File: src/rtl/manticore_bram_pkg.sv
// Shared types and default geometry for the BRAM loader family.
package manticore_bram_pkg;

    localparam int DEFAULT_DATA_WIDTH    = 16;
    localparam int DEFAULT_ADDRESS_WIDTH = 11;

    typedef enum logic [1:0] {
        IDLE = 2'd0,
        LOAD = 2'd1,
        DONE = 2'd2
    } loader_state_t;

    // A burst may cover the whole memory, so the count needs one extra bit.
    function automatic int count_width(input int address_width);
        return address_width + 1;
    endfunction

endpackage

File: src/rtl/bram_loader_checksum.sv
// Running modulo-2^DATA_WIDTH sum of words accepted in the current burst.
module bram_loader_checksum #(
    parameter int DATA_WIDTH = 16
) (
    input  logic                  clock,
    input  logic                  reset_n,
    input  logic                  clear,
    input  logic                  add_en,
    input  logic [DATA_WIDTH-1:0] add_data,
    output logic [DATA_WIDTH-1:0] sum
);

    always_ff @(posedge clock or negedge reset_n) begin
        if (!reset_n) begin
            sum <= '0;
        end else if (clear) begin
            sum <= '0;
        end else if (add_en) begin
            sum <= sum + add_data;
        end
    end

endmodule

File: src/rtl/bram_burst_loader.sv
// Burst write-port driver for BRAMLike: command + word stream -> registered wen/waddr/din.
// Optional running checksum output when BRAM_LOADER_CHECKSUM_EN is defined.
module bram_burst_loader
    import manticore_bram_pkg::*;
#(
    parameter int DATA_WIDTH    = DEFAULT_DATA_WIDTH,
    parameter int ADDRESS_WIDTH = DEFAULT_ADDRESS_WIDTH
) (
    input  logic                     clock,
    input  logic                     reset_n,
    input  logic                     cmd_valid,
    output logic                     cmd_ready,
    input  logic [ADDRESS_WIDTH-1:0] cmd_base,
    input  logic [ADDRESS_WIDTH:0]   cmd_count,
    input  logic                     in_valid,
    output logic                     in_ready,
    input  logic [DATA_WIDTH-1:0]    in_data,
    input  logic                     abort,
    output logic                     wen,
    output logic [ADDRESS_WIDTH-1:0] waddr,
    output logic [DATA_WIDTH-1:0]    din,
    output logic                     busy,
    output logic                     done,
    output logic                     aborted
`ifdef BRAM_LOADER_CHECKSUM_EN
    ,
    output logic [DATA_WIDTH-1:0]    checksum
`endif
);

    localparam int COUNT_WIDTH = count_width(ADDRESS_WIDTH);

    loader_state_t state, state_next;

    logic [ADDRESS_WIDTH-1:0] base_q;
    logic [COUNT_WIDTH-1:0]   count_q;
    logic [COUNT_WIDTH-1:0]   index_q;
    logic                     abort_flag;
    logic                     cmd_fire;
    logic                     in_fire;
    logic                     last_word;

    assign cmd_fire  = cmd_valid & cmd_ready;
    assign in_fire   = in_valid & in_ready;
    assign last_word = (index_q + COUNT_WIDTH'(1)) == count_q;

    always_ff @(posedge clock or negedge reset_n) begin
        if (!reset_n) begin
            state <= IDLE;
        end else begin
            state <= state_next;
        end
    end

    // Handshake signals depend only on state and abort, never on the valids.
    always_comb begin
        state_next = state;
        cmd_ready  = 1'b0;
        in_ready   = 1'b0;
        busy       = 1'b1;
        done       = 1'b0;
        case (state)
            IDLE: begin
                cmd_ready = 1'b1;
                busy      = 1'b0;
                if (cmd_valid) begin
                    state_next = (cmd_count == '0) ? DONE : LOAD;
                end
            end
            LOAD: begin
                in_ready = ~abort;
                if (abort || (in_valid && last_word)) begin
                    state_next = DONE;
                end
            end
            DONE: begin
                done       = 1'b1;
                state_next = IDLE;
            end
            default: begin
                state_next = IDLE;
            end
        endcase
    end

    assign aborted = done & abort_flag;

    // Write stage: one accepted word becomes one BRAM write on the next cycle.
    always_ff @(posedge clock or negedge reset_n) begin
        if (!reset_n) begin
            wen        <= 1'b0;
            waddr      <= '0;
            din        <= '0;
            base_q     <= '0;
            count_q    <= '0;
            index_q    <= '0;
            abort_flag <= 1'b0;
        end else begin
            wen <= in_fire;
            if (in_fire) begin
                waddr   <= base_q + index_q[ADDRESS_WIDTH-1:0];
                din     <= in_data;
                index_q <= index_q + COUNT_WIDTH'(1);
            end
            if (cmd_fire) begin
                base_q     <= cmd_base;
                count_q    <= cmd_count;
                index_q    <= '0;
                abort_flag <= 1'b0;
            end else if (state == LOAD && abort) begin
                abort_flag <= 1'b1;
            end
        end
    end

`ifdef BRAM_LOADER_CHECKSUM_EN
    bram_loader_checksum #(
        .DATA_WIDTH(DATA_WIDTH)
    ) u_checksum (
        .clock    (clock),
        .reset_n  (reset_n),
        .clear    (cmd_fire),
        .add_en   (in_fire),
        .add_data (in_data),
        .sum      (checksum)
    );
`endif

endmodule
File: config.mk
export PLATFORM = sky130hd
export DESIGN_NAME = bram_burst_loader
export DESIGN_NICKNAME = d
export VERILOG_FILES = /design/src/rtl/manticore_bram_pkg.sv /design/src/rtl/bram_loader_checksum.sv /design/src/rtl/bram_burst_loader.sv
export SDC_FILE = /design/constraint.sdc
export NUM_CORES = 1
export LEC_CHECK = 0
export CORE_MARGIN = 2
export CORE_UTILIZATION = 47
export CTS_BUF_LIST = sky130_fd_sc_hd__clkbuf_8
export CTS_CLUSTER_DIAMETER = 30
export DETAILED_ROUTE_END_ITERATION = 10
export PLACE_DENSITY = 0.78
export SYNTH_ARGS = -nofsm -noshare
export SYNTH_HDL_FRONTEND = slang
export SYNTH_SLANG_ARGS = --single-unit
File: constraint.sdc
create_clock -name clock -period 2.2 [get_ports clock]
set_clock_uncertainty 0.1 [all_clocks]
set_input_delay 0.44 -clock clock [delete_from_list [all_inputs] [get_ports clock]]
set_output_delay 0.44 -clock clock [all_outputs]
set_load 0.01 [all_outputs]
==> metrics.md <==
| Metric | Value |
|---|---|
| Status | finished, violations left |
| Violated checks | negative setup slack |
| Post-synth top flop | dfrtp_1 |
| Port-buffer cells | 76 |
| Row count | 31 |
| Critical path's slowest cell | or4_1 |
| Max IR drop VDD | 559 uV |
| GR peak layer | met2 |
| Vias per cell | between 5 and 6 |
| Total GRT Usage | a little over a fifth |
| Synth area leaders | dfrtp_1 (48%), nand2_1 (15%), ha_1 (4.3%), o21ai_0 (4.2%), xnor2_1 (3.8%) |
| P per Cell Area | 1110 nW/um^2 |
| Worst setup margin | -0.0434 ns |
| Routed len/inst | 14.0 um |
| Synthesized instance count | 394 |
| Remaining global-route overflow | 0 |
| Worst-skew pair later-pin latency | roughly 0.34 ns |
| Clk buf depth | 2 |
| GR Util met1 | between 20 and 30% |
| Routed Antenna Nets | 0 |
| Die Y | between 80 and 90 um |
| Initial antenna violation count | 0 |
| Total power | 0.00529 W |
| Final setup violation count | 2 |
| Layout Utilization | between 60% and 70% |
| Final min period | between 2 and 2.5 ns |
| Ports | 77 |
| Final max-slew violation count | 0 |
| Mean Syn Cell Area | 8.77 um^2 |
| Buf+Inv Stages, Crit Path | 0 |
| Hold Violations, Final | 0 |
| Hold Slack | 0.362 ns |
| Clk pin slew, worst setup/hold paths | ~0.080 ns |
| Estimated wirelength of the detail-placed design | just over 6 mm |
| Actual slew at the worst max-slew pin | between 0.4 and 0.5 ns |
| Met2 Use GR | between 30% and 40% |
| Vias | roughly 3100 |
| Sequential share of the synthesized area | 47.8% |
| Synthesized area | between 3000 and 4000 um^2 |
| Largest stage delay on the critical path | 0.51 ns |
| RSZ-0062 raised after global routing | true |
| Crit path arrival time | 2.38 ns |
| Die area | 8060 um^2 |
| Top cell family by delay on the critical path | simple AND/OR/NAND/NOR gates |
| Critical path required time | 2.34 ns |
| Startpoint Class | register |
| Worst slack, placed | -0.0784 ns |
| Starting DRC count in detailed routing | 169 |
| CTS tree | built |
| Remaining routing DRC violations | 0 |
| Synth area leader | dfrtp_1 |
| Final net count | 558 |
| Synth top cells by count | nand2_1 (140), dfrtp_1 (66), o21ai_0 (29) |
| Layout cell share with drive strength beyond 1 | ~14% |
| Worst slew margin | between 60 and 70% |
| Area growth syn-to-layout | 38.1% |
| CTS Buf Count | 9 |
| Routing usage on met3 | between 5 and 6% |
| F_max | around 450 MHz |
| Yosys top cell area share | between 40% and 50% |
| Synth Net Count | about 450 |
| Final TNS setup | -0.0534 ns |
| Pre-antenna DRT Iters | 4 |
| Max-cap viol count | 0 |
| Largest net degree at the start of global routing | 40 |
| Seq cells post-synth | 66 |
| Final period utilization | 102% |
| Clock sink count | 66 |
| Hold crit path type | in2async |
| Worst Path Max Fanout | 3 |
| Post-synth EDFFs | 0 |
| Core Box Area | just over 7000 um^2 |
| Most frequent cell after synthesis | nand2_1 |
| Yosys cell types | 50 |
| Die X | ~90 um |
| Crit path kind | reg2reg |
| Crit path cell chain | ha_1 -> xnor2_1 -> nand3_1 -> or4_1 -> o31a_1 -> a21o_1 |
| # diodes | 0 |
| Root Driver | clkbuf_8 |
| Leak pwr | between 2 and 2.5 nW |
| Vias in the first global route | roughly 3100 |
| Synth warn | 0 |
| Initial Util | approximately half |
| Asr flop ratio synth | between 90% and 100% |
| Crit. End Element | register |
| First-pass GRT wire length | 14.3 mm |
| CTS H-tree depth | 3 |
| Routed wire length | about 8.5 mm |
| RD Place Congestion | 0.870 |
-- metal layers --
layer,vias up,wire length (um)
li1,1549,-
met1,1472,3840
met2,91,4120
met3,17,387
met4,0,149
met5,-,0
-- layout make-up --
| type | count | area (um^2) |
|---|---|---|
| Fill cell | 592 | 2400 |
| Inverter | 8 | 30.0 |
| Sequential cell | 66 | 1650 |
| Clock buffer | 11 | 151 |
| Timing Repair Buffer | 114 | 1060 |
| Clock inverter | 5 | 37.5 |
| Multi-Input combinational cell | 302 | 1720 |
| Tap cell | 99 | 124 |
-- kinds of logic (layout without fill, tap and decap cells) --
family          after synthesis  in the layout  synth area share [%]
compound gates               67             67                  12.2
xor+xnor                     23             23                  5.83
fa+ha+maj                    13             13                  4.92
buf+inv                      26            138                  3.40
flops                        66             66                  47.8
simple gates                199            199                  25.9
-- sequential cells by signal (all words and copies together) (netlist names) --
signal      count
state           2
wen             1
base_q         11
abort_flag      1
din            16
count_q        12
index_q        12
waddr          11
-- timing repair --
action / CTS / global route
resized for setup: 4 / 8
buffers inserted: 1 / 2
hold endpoints to repair: 5 / 0
endpoints found under the setup margin: 4 / 7
hold buffers: 1 / 0
pin swaps: 1 / 4
-- final timing paths --
check / startpoint / end / slack (ns) / depth (start not counted)
worst min-delay path: reset_n / waddr[4]$_DFFE_PN0P_ / 0.36 / 2
min in group clock: din[4]$_DFFE_PN0P_ / din[4]$_DFFE_PN0P_ / 0.38 / 2
worst max register to register: index_q[0]$_DFFE_PN0P_ / state[0]$_DFFE_PN0P_ / -0.04 / 6
worst max-delay path: index_q[0]$_DFFE_PN0P_ / state[0]$_DFFE_PN0P_ / -0.04 / 6
worst min register to register: din[4]$_DFFE_PN0P_ / din[4]$_DFFE_PN0P_ / 0.38 / 2
max in group asynchronous: reset_n / index_q[11]$_DFFE_PN0P_ / 1.11 / 3
-- layout by cell type, fill, tap and decap left out, drive strengths merged, types with 4 or more instances in the layout --
| cell | instances |
|---|---|
| dfrtp | 66 |
| nor3b | 4 |
| inv | 9 |
| a21oi | 9 |
| o31ai | 8 |
| nor2 | 12 |
| xor2 | 8 |
| o21ai | 29 |
| buf | 38 |
| nand4 | 4 |
| nor4 | 4 |
| ha | 12 |
| xnor2 | 15 |
| and2 | 4 |
| nand3 | 9 |
| clkdlybuf4s50 | 73 |
| clkbuf | 11 |
| nand2 | 140 |
| nor3 | 4 |
-- report_power, final --
group / switching [W] / internal (W) / total (W)
combinational: 0.00114 / 0.00118 / 0.00232
sequential: 0.000323 / 0.00170 / 0.00202
clock: 0.000482 / 0.000474 / 0.000956
-- stage by stage --
step                      std cells  instance area (um^2)
after floorplan                 394                  3460
after global placement          585                  4520
after detailed placement        585                  4520
after CTS                       603                  4740
after global routing            605                  4770
final                           605                  4770
Note: power is estimated with default switching activity, not from simulation.
